`src/rtl/terminal_ram_arbiter.sv`:
```
// Two-master Avalon-MM arbiter in front of a single-port on-chip RAM.
// Combinational grant (round-robin or fixed priority) with an id-tagged read-return pipeline.
module terminal_ram_arbiter #(
   parameter int ADDR_W      = 13,
   parameter int DATA_W      = 64,
   parameter int BE_W        = 8,
   parameter int RAM_LATENCY = 1,
   parameter int FIXED_PRIO  = 0
) (
   input  logic              clk,
   input  logic              reset_n,
   input  logic [ADDR_W-1:0] m0_address,
   input  logic [BE_W-1:0]   m0_byteenable,
   input  logic              m0_read,
   input  logic              m0_write,
   input  logic [DATA_W-1:0] m0_writedata,
   output logic [DATA_W-1:0] m0_readdata,
   output logic              m0_waitrequest,
   output logic              m0_readdatavalid,
   input  logic [ADDR_W-1:0] m1_address,
   input  logic [BE_W-1:0]   m1_byteenable,
   input  logic              m1_read,
   input  logic              m1_write,
   input  logic [DATA_W-1:0] m1_writedata,
   output logic [DATA_W-1:0] m1_readdata,
   output logic              m1_waitrequest,
   output logic              m1_readdatavalid,
   output logic [ADDR_W-1:0] ram_address,
   output logic [BE_W-1:0]   ram_byteenable,
   output logic              ram_chipselect,
   output logic              ram_write,
   output logic [DATA_W-1:0] ram_writedata,
   output logic              ram_clken,
   input  logic [DATA_W-1:0] ram_readdata
);

   logic                   r_ready;
   logic                   r_last_grant;
   logic [RAM_LATENCY-1:0] r_pipe_valid;
   logic [RAM_LATENCY-1:0] r_pipe_id;

   logic w_req0;
   logic w_req1;
   logic w_gnt0;
   logic w_gnt1;
   logic w_rd_accept;

   assign w_req0 = m0_read | m0_write;
   assign w_req1 = m1_read | m1_write;

   // r_last_grant=1 means master 1 won last, so master 0 wins the next contest.
   always_comb begin
      w_gnt0 = 1'b0;
      w_gnt1 = 1'b0;
      if (r_ready) begin
         if (w_req0 && w_req1) begin
            if ((FIXED_PRIO != 0) || r_last_grant)
               w_gnt0 = 1'b1;
            else
               w_gnt1 = 1'b1;
         end else begin
            w_gnt0 = w_req0;
            w_gnt1 = w_req1;
         end
      end
   end

   assign w_rd_accept = (w_gnt0 & m0_read & ~m0_write) | (w_gnt1 & m1_read & ~m1_write);

   always_ff @(posedge clk or negedge reset_n) begin
      if (!reset_n) begin
         r_ready      <= 1'b0;
         r_last_grant <= 1'b1;
      end else begin
         r_ready <= 1'b1;
         if (w_gnt0 || w_gnt1)
            r_last_grant <= w_gnt1;
      end
   end

   // Reset drops any reads still in flight.
   always_ff @(posedge clk or negedge reset_n) begin
      if (!reset_n) begin
         r_pipe_valid <= '0;
         r_pipe_id    <= '0;
      end else begin
         r_pipe_valid[0] <= w_rd_accept;
         r_pipe_id[0]    <= w_gnt1;
         for (int i = 1; i < RAM_LATENCY; i++) begin
            r_pipe_valid[i] <= r_pipe_valid[i-1];
            r_pipe_id[i]    <= r_pipe_id[i-1];
         end
      end
   end

   assign m0_waitrequest   = ~w_gnt0;
   assign m1_waitrequest   = ~w_gnt1;
   assign m0_readdatavalid = r_pipe_valid[RAM_LATENCY-1] & ~r_pipe_id[RAM_LATENCY-1];
   assign m1_readdatavalid = r_pipe_valid[RAM_LATENCY-1] &  r_pipe_id[RAM_LATENCY-1];
   assign m0_readdata      = ram_readdata;
   assign m1_readdata      = ram_readdata;

   assign ram_chipselect = w_gnt0 | w_gnt1;
   assign ram_write      = w_gnt1 ? m1_write      : (w_gnt0 & m0_write);
   assign ram_address    = w_gnt1 ? m1_address    : m0_address;
   assign ram_byteenable = w_gnt1 ? m1_byteenable : m0_byteenable;
   assign ram_writedata  = w_gnt1 ? m1_writedata  : m0_writedata;
   assign ram_clken      = 1'b1;

endmodule

```
`config.mk`:
```
export PLATFORM = sky130hd
export DESIGN_NAME = terminal_ram_arbiter
export DESIGN_NICKNAME = d
export VERILOG_FILES = /design/src/rtl/terminal_ram_arbiter.sv
export SDC_FILE = /design/constraint.sdc
export NUM_CORES = 1
export LEC_CHECK = 0
export BUFFER_PORTS_ARGS = -buffer_cell sky130_fd_sc_hd__buf_2
export CORE_AREA = 2 2 177 179
export CTS_CLUSTER_SIZE = 12
export DETAILED_ROUTE_END_ITERATION = 10
export DIE_AREA = 0 0 179 181
export HOLD_SLACK_MARGIN = 0.12
export PLACE_DENSITY_LB_ADDON = 0.05
export SLEW_MARGIN = 15
export SYNTH_ARGS = -nofsm -noshare
export SYNTH_HDL_FRONTEND = slang
export SYNTH_SLANG_ARGS = --single-unit
```
`constraint.sdc`:
```
create_clock -name clk -period 2.3 [get_ports clk]
set_input_delay 0.23 -clock clk [delete_from_list [all_inputs] [get_ports clk]]
set_output_delay 0.23 -clock clk [all_outputs]
set_load 0.005 [all_outputs]
```
==> flow_results.xml, run 1 <==
<?xml version="1.0" encoding="UTF-8"?>
<metrics>
  <group name="run">
    <metric name="number_of_maximum_capacitance_violations" unit="">0</metric>
  </group>
  <group name="layout">
    <metric name="layout-drive-gt1-share" unit="">0.9349</metric>
    <metric name="mostFrequentLayoutCell" unit="">sky130_fd_sc_hd__buf_2</metric>
    <metric name="synthToLayoutAreaGrowth" unit="%">40.51</metric>
    <metric name="mostFrequentLayoutCells" unit="">266 x sky130_fd_sc_hd__buf_2, 68 x sky130_fd_sc_hd__mux2_2, 17 x sky130_fd_sc_hd__mux2_4</metric>
    <metric name="num-nets-final" unit="">625</metric>
    <metric name="diodes_inserted" unit="">0</metric>
    <metric name="finalInstanceArea" unit="mm^2">0.003216</metric>
    <metric name="postLayoutCoreUtil" unit="">0.1060</metric>
  </group>
  <group name="power">
    <metric name="cellPowerDensity" unit="mW/mm^2">326.2</metric>
    <metric name="totalPowerFinal" unit="mW">1.049</metric>
    <metric name="vdd_ir_drop_max" unit="mV">0.1811</metric>
    <metric name="pint" unit="mW">0.7108</metric>
    <metric name="switching_share" unit="">0.3222</metric>
    <metric name="p_comb_frac" unit="">0.637</metric>
    <metric name="clock_power_share" unit="">0.279</metric>
    <metric name="total_leakage_power" unit="nW">1.659</metric>
    <metric name="switching_power" unit="mW">0.3379</metric>
    <metric name="portion_of_total_power_attributed_to_sequential_cells" unit="">0.084</metric>
  </group>
  <group name="logic_synthesis">
    <metric name="post_synth_instance_area" unit="mm^2">0.002288</metric>
    <metric name="synth_cell_type_count" unit="">22</metric>
    <metric name="postSynth.topFlopCell" unit="">sky130_fd_sc_hd__dfrtp_1</metric>
    <metric name="avgSynthCellArea" unit="um^2">9.228</metric>
    <metric name="netlist_instances" unit="">248</metric>
    <metric name="share_of_synthesized_registers_carrying_an_async_set_or_reset" unit="">1.000</metric>
    <metric name="seq_area_frac_synth" unit="">0.04429</metric>
    <metric name="synth-edff-count" unit="">0</metric>
    <metric name="synth-seq-cells" unit="">4</metric>
    <metric name="synthesis.yosys.warnings" unit="">0</metric>
  </group>
  <group name="critical_path">
    <metric name="cp_max_fo" unit="">52</metric>
    <metric name="timing_worst_setup_path_type" unit="">register to output port</metric>
    <metric name="cpLargestDelayFamily" unit="">flip-flops</metric>
    <metric name="timing.critical_path.from_type" unit="">register</metric>
    <metric name="largest_stage_delay_on_the_critical_path" unit="ns">0.58</metric>
    <metric name="timing.critical_path.required" unit="ns">2.07</metric>
    <metric name="worst_path_max_delay_cell" unit="">sky130_fd_sc_hd__dfstp_2</metric>
    <metric name="worst-endpoint-arrival" unit="ns">1.87</metric>
    <metric name="worstPathBufferInverterCount" unit="">2</metric>
    <metric name="worstPathCellList" unit="">o21ai_2, nand3b_4, buf_12, mux2_2, buf_2</metric>
    <metric name="critical_path.endpoint_type" unit="">output port</metric>
  </group>
  <group name="clock_tree">
    <metric name="cts.clk_slew.worst_paths" unit="ns">0.03</metric>
    <metric name="tritoncts.num_buffers" unit="">3</metric>
    <metric name="cts_resized" unit="">0</metric>
    <metric name="root_buffer" unit="">sky130_fd_sc_hd__clkbuf_16</metric>
    <metric name="h-tree-depth" unit="">1</metric>
    <metric name="cts_max_path_buffers" unit="">2</metric>
    <metric name="clk-insertion-delay-late" unit="ns">0.23</metric>
    <metric name="cts_sinks" unit="">4</metric>
    <metric name="tritoncts" unit="">built</metric>
  </group>
  <group name="timing">
    <metric name="sum_of_negative_setup_slack" unit="ns">0</metric>
    <metric name="final_max_slew_viol_count" unit="">0</metric>
    <metric name="timing.final.setup_violations" unit="">0</metric>
    <metric name="clock.fmax" unit="MHz">476.0</metric>
    <metric name="post-route-period-util" unit="">0.9134</metric>
    <metric name="hold_viol_final" unit="">0</metric>
    <metric name="grt_setup_unrepaired" unit="">false</metric>
    <metric name="final.setup_skew" unit="ns">0.0002064</metric>
    <metric name="min_period" unit="ns">2.101</metric>
    <metric name="final.hold.worst_slack" unit="ns">0.3411</metric>
  </group>
  <group name="placement">
    <metric name="portBuffers" unit="">266</metric>
    <metric name="detailed_place_hpwl" unit="um">9777</metric>
    <metric name="place_congestion" unit="">0.7167</metric>
    <metric name="placement.cell_area" unit="mm^2">0.003127</metric>
  </group>
  <group name="floorplanning">
    <metric name="num_io_pins" unit="">460</metric>
    <metric name="fp.dieH" unit="um">181</metric>
    <metric name="fp.dieW" unit="um">179</metric>
    <metric name="cell_row_count" unit="">64</metric>
    <metric name="placeable_core_region" unit="mm^2">0.03035</metric>
    <metric name="die_area" unit="mm^2">0.03240</metric>
    <metric name="start_util" unit="">0.07540</metric>
  </group>
  <group name="global_routing">
    <metric name="first_global_vias" unit="">2320</metric>
    <metric name="global_route.usage.total" unit="">0.06180</metric>
    <metric name="wire_length_of_the_first_global_routing_pass" unit="um">14910</metric>
    <metric name="grt_overflow" unit="">0</metric>
    <metric name="grt_max_degree" unit="">53</metric>
    <metric name="grt_antenna_before_repair" unit="">0</metric>
  </group>
  <group name="route">
    <metric name="antenna_violating_nets_post_route" unit="">0</metric>
    <metric name="total_length_of_routed_wires" unit="um">10780</metric>
    <metric name="detail_route.iter0.violations" unit="">35</metric>
    <metric name="wire_per_inst" unit="um">13.82</metric>
    <metric name="drt_pass1_iterations" unit="">3</metric>
    <metric name="post_drt_via_cell_ratio" unit="">2.687</metric>
    <metric name="route.vias.total" unit="">2096</metric>
    <metric name="detail_route.drc_violations" unit="">0</metric>
  </group>
  <group name="status">
    <metric name="run_status" unit="">complete, no violations</metric>
  </group>
  <group name="hold_path">
    <metric name="worst_hold_path_class" unit="">input pin to asynchronous set/reset pin</metric>
  </group>
</metrics>
==> state kept, by name (all words and copies together) (netlist names) <==
| name | flops |
|---|---|
| r_last_grant | 1 |
| r_pipe_id | 1 |
| r_pipe_valid | 1 |
| r_ready | 1 |
==> logic make-up after synthesis <==
family,Yosys count,synth area share
and+or+nand+nor,11,0.03117
muxes,85,0.4461
DFF,4,0.04429
buffers and inverters,139,0.4527
AOI/OAI and AO/OA,8,0.02406
other,1,0.001639
==> layer usage <==
layer,GRT usage,part of all wire,vias up
li1,-,-,975
met2,0.1265,0.58,163
met5,0,0,-
met3,0.02399,0.11,35
met1,0.05552,0.30,923
met4,0.01268,0.013,0
==> power groups by stage <==
| stage | Clock, mW | Sequential [mW] | Combinational, mW |
|---|---|---|---|
| after floorplan | 0 | 0.0873 | 0.497 |
| after global placement | 0 | 0.0896 | 0.703 |
| after detailed placement | 0 | 0.0890 | 0.696 |
| after CTS | 0.301 | 0.0884 | 0.702 |
| after global routing | 0.304 | 0.0899 | 0.737 |
| final | 0.293 | 0.0884 | 0.668 |
==> metrics by stage <==
step / setup slack, ns / instances
after floorplan: 0.7268 / 249
after global routing: 0.1220 / 780
after global placement: 0.4322 / 775
after detailed placement: 0.4223 / 775
final: 0.1992 / 780
after CTS: 0.1649 / 780
==> cells in the mapped netlist, types with 2 or more instances <==
library cell	instances	area, um^2
sky130_fd_sc_hd__buf_4	129	968.4
sky130_fd_sc_hd__mux2_2	68	765.7
sky130_fd_sc_hd__mux2_4	17	255.2
sky130_fd_sc_hd__buf_2	6	30.03
sky130_fd_sc_hd__buf_6	3	33.78
sky130_fd_sc_hd__dfrtp_1	3	75.07
sky130_fd_sc_hd__nand2_1	3	11.26
sky130_fd_sc_hd__a21oi_1	2	10.01
sky130_fd_sc_hd__nor2_1	2	7.510
sky130_fd_sc_hd__nor2b_1	2	12.51
sky130_fd_sc_hd__o21ai_0	2	10.01
==> worst paths after layout <==
path                       slack [ns]  depth (start not counted)                to    startpoint
min reg2reg                      0.51                          2      r_last_grant  r_last_grant
max in group asynchronous        1.75                          2      r_last_grant       reset_n
min                              0.34                          2         r_pipe_id       reset_n
min in group clk                 0.39                          4      r_last_grant       m0_read
max                              0.20                          5  ram_writedata[4]  r_last_grant
max reg2reg                      1.06                          4         r_pipe_id  r_last_grant
==> repair_timing <==
item,4_1_cts,5_1_grt
setup buffers,0,0
setup endpoints to repair,0,0
hold buffers,1,0
endpoints found under the hold margin,4,0
==> worst reg2reg max path: stages (launching register included) <==
cell and delay (ns):
sky130_fd_sc_hd__dfstp_2 0.58, sky130_fd_sc_hd__o21ai_2 0.09, sky130_fd_sc_hd__nand3b_4 0.11, sky130_fd_sc_hd__buf_12 0.27, sky130_fd_sc_hd__inv_1 0.08
==> layout make-up <==
| cell class | instances | area [um^2] |
|---|---|---|
| timing repair buffer | 269 | 1381 |
| fill | 3558 | 27130 |
| inverter | 1 | 3.754 |
| tap | 396 | 495.5 |
| multi-input combinational | 106 | 1155 |
| sequential | 4 | 101.3 |
| clock buffer | 4 | 78.83 |
Power figures use the tool's default switching activity.
==> run 2: changes to the inputs <==
--- a/config.mk
+++ b/config.mk
@@ -5,7 +5,8 @@
 export SDC_FILE = /design/constraint.sdc
 export NUM_CORES = 1
 export LEC_CHECK = 0
-export BUFFER_PORTS_ARGS = -buffer_cell sky130_fd_sc_hd__buf_2
+export ABC_CLOCK_PERIOD_IN_PS = 2300
+export BUFFER_PORTS_ARGS = -buffer_cell sky130_fd_sc_hd__clkbuf_2
 export CORE_AREA = 2 2 177 179
 export CTS_CLUSTER_SIZE = 12
 export DETAILED_ROUTE_END_ITERATION = 10
==> flow_results.xml, run 2 (synthesis gave the netlist of run 1 again) <==
<?xml version="1.0" encoding="UTF-8"?>
<metrics>
  <group name="clock_tree">
    <metric name="h-tree-depth" unit="">1</metric>
    <metric name="cts_max_path_buffers" unit="">2</metric>
    <metric name="cts.clk_slew.worst_paths" unit="ns">0.03</metric>
    <metric name="tritoncts.num_buffers" unit="">3</metric>
    <metric name="cts_hold_buffers" unit="">1</metric>
    <metric name="clk-insertion-delay-late" unit="ns">0.22</metric>
    <metric name="tritoncts" unit="">built</metric>
    <metric name="cts_resized" unit="">0</metric>
    <metric name="cts_post_setup_buffers_inserted" unit="">0</metric>
    <metric name="root_buffer" unit="">sky130_fd_sc_hd__clkbuf_16</metric>
    <metric name="cts_sinks" unit="">4</metric>
  </group>
  <group name="power">
    <metric name="vdd_ir_drop_max" unit="mV">0.1559</metric>
    <metric name="totalPowerFinal" unit="mW">1.044</metric>
    <metric name="total_leakage_power" unit="nW">1.720</metric>
    <metric name="cellPowerDensity" unit="mW/mm^2">323.9</metric>
  </group>
  <group name="floorplanning">
    <metric name="die_area" unit="mm^2">0.03240</metric>
    <metric name="fp.dieH" unit="um">181</metric>
    <metric name="start_util" unit="">0.07540</metric>
    <metric name="placeable_core_region" unit="mm^2">0.03035</metric>
    <metric name="cell_row_count" unit="">64</metric>
    <metric name="num_io_pins" unit="">460</metric>
    <metric name="fp.dieW" unit="um">179</metric>
  </group>
  <group name="layout">
    <metric name="synthToLayoutAreaGrowth" unit="%">40.84</metric>
    <metric name="num-nets-final" unit="">626</metric>
    <metric name="num-fill-cells" unit="">3553</metric>
    <metric name="layout-drive-gt1-share" unit="">0.9351</metric>
    <metric name="mostFrequentLayoutCell" unit="">sky130_fd_sc_hd__clkbuf_2</metric>
    <metric name="mostFrequentLayoutCells" unit="">266 x sky130_fd_sc_hd__clkbuf_2, 68 x sky130_fd_sc_hd__mux2_2, 17 x sky130_fd_sc_hd__mux2_4</metric>
    <metric name="diodes_inserted" unit="">0</metric>
  </group>
  <group name="global_routing">
    <metric name="global_route.usage.total" unit="">0.06229</metric>
    <metric name="wire_length_of_the_first_global_routing_pass" unit="um">14950</metric>
    <metric name="gr-max-usage-layer" unit="">met2</metric>
    <metric name="met2_usage" unit="">0.1262</metric>
    <metric name="grt_max_degree" unit="">41</metric>
    <metric name="grt_util_met3" unit="">0.01999</metric>
    <metric name="global_route_track_usage_on_met1" unit="">0.05921</metric>
    <metric name="first_global_vias" unit="">2280</metric>
    <metric name="grt_antenna_before_repair" unit="">0</metric>
    <metric name="grt_overflow" unit="">0</metric>
  </group>
  <group name="route">
    <metric name="total_length_of_routed_wires" unit="um">10770</metric>
    <metric name="detail_route.iter0.violations" unit="">18</metric>
    <metric name="detail_route.drc_violations" unit="">0</metric>
    <metric name="antenna_violating_nets_post_route" unit="">0</metric>
    <metric name="route.vias.total" unit="">2081</metric>
    <metric name="post_drt_via_cell_ratio" unit="">2.665</metric>
    <metric name="drt_pass1_iterations" unit="">3</metric>
    <metric name="wire_per_inst" unit="um">13.79</metric>
  </group>
  <group name="critical_path">
    <metric name="critical_path.endpoint_type" unit="">output port</metric>
    <metric name="worst-endpoint-arrival" unit="ns">1.86</metric>
    <metric name="r2r_start" unit="">r_last_grant</metric>
    <metric name="crit_path_start" unit="">r_last_grant</metric>
    <metric name="cp_max_fo" unit="">40</metric>
    <metric name="timing_worst_setup_path_type" unit="">register to output port</metric>
    <metric name="largest_stage_delay_on_the_critical_path" unit="ns">0.58</metric>
    <metric name="worstPathCellList" unit="">o21ai_2, nand3b_4, buf_12, mux2_2, clkbuf_2</metric>
    <metric name="worstPathBufferInverterCount" unit="">2</metric>
    <metric name="worst_path_max_delay_cell" unit="">sky130_fd_sc_hd__dfstp_2</metric>
    <metric name="cpLargestDelayFamily" unit="">flip-flops</metric>
    <metric name="timing.critical_path.from_type" unit="">register</metric>
    <metric name="timing.critical_path.required" unit="ns">2.07</metric>
  </group>
  <group name="hold_path">
    <metric name="worst_hold_path_class" unit="">input pin to asynchronous set/reset pin</metric>
  </group>
  <group name="timing">
    <metric name="timing.final.setup_violations" unit="">0</metric>
    <metric name="grt_setup_unrepaired" unit="">false</metric>
    <metric name="final.setup_skew" unit="ns">0.001124</metric>
    <metric name="post-route-period-util" unit="">0.9076</metric>
    <metric name="min_period" unit="ns">2.088</metric>
    <metric name="final_max_slew_viol_count" unit="">0</metric>
    <metric name="hold_viol_final" unit="">0</metric>
    <metric name="clock.fmax" unit="MHz">479.0</metric>
    <metric name="sum_of_negative_setup_slack" unit="ns">0</metric>
  </group>
  <group name="status">
    <metric name="run_status" unit="">complete, no violations</metric>
  </group>
  <group name="run">
    <metric name="number_of_maximum_capacitance_violations" unit="">0</metric>
  </group>
  <group name="placement">
    <metric name="portBuffers" unit="">266</metric>
    <metric name="place_congestion" unit="">0.6673</metric>
    <metric name="detailed_place_hpwl" unit="um">9817</metric>
  </group>
</metrics>
-- run 2: cell count changes in the layout (fill, tap and decap cells not counted), sizes merged --
cell / previous run / this run
clkbuf: 4 / 270
buf: 268 / 3
-- run 2: worst paths after layout --
path                                           to  slack [ns]  depth (start not counted)
worst min-delay path                    r_pipe_id        0.37                          2
worst max register to register       r_pipe_valid        1.27                          3
worst min register to register       r_last_grant        0.51                          2
min in group clk                     r_last_grant        0.41                          4
max in group asynchronous            r_last_grant        1.72                          2
worst max-delay path            ram_writedata[12]        0.21                          5
-- run 2: worst register-to-register path: cells and delay by family, from the launching register on --
family	cells	cell delay, ns
AOI/OAI and AO/OA	1	0.14
DFF	1	0.58
and+or+nand+nor	2	0.25
-- run 2: cell type report --
type | count | area, um^2 | area share
repair buffers | 270 | 1389 | 0.4309
clock buffers | 4 | 78.83 | 0.02446
flip-flops and latches | 4 | 101.3 | 0.03144
inverters | 1 | 3.754 | 0.001165
multi-input cells | 106 | 1155 | 0.3583
well taps | 396 | 495.5 | 0.1537
-- run 2: per-layer routing --
layer	share of wire	vias up
met5	0	-
met4	0.012	0
met3	0.10	35
met2	0.57	157
met1	0.31	915
li1	-	974
-- run 2: metrics by stage --
step	setup WS (ns)	area [um^2]	hold slack (ns)	utilization	instances
after global routing	0.08825	3223	0.3663	0.1062	781
after CTS	0.1335	3223	0.3686	0.1062	781
after detailed placement	0.3823	3134	0.04543	0.1033	776
after global placement	0.4014	3134	0.05705	0.1033	776
final	0.2124	3223	0.3672	0.1062	781
after floorplan	0.7268	2292	-0.06559	-	249
-- run 2: power by group --
part           internal, mW  switching [mW]
registers            0.0802         0.00857
logic                 0.402           0.274
clock network         0.229          0.0502
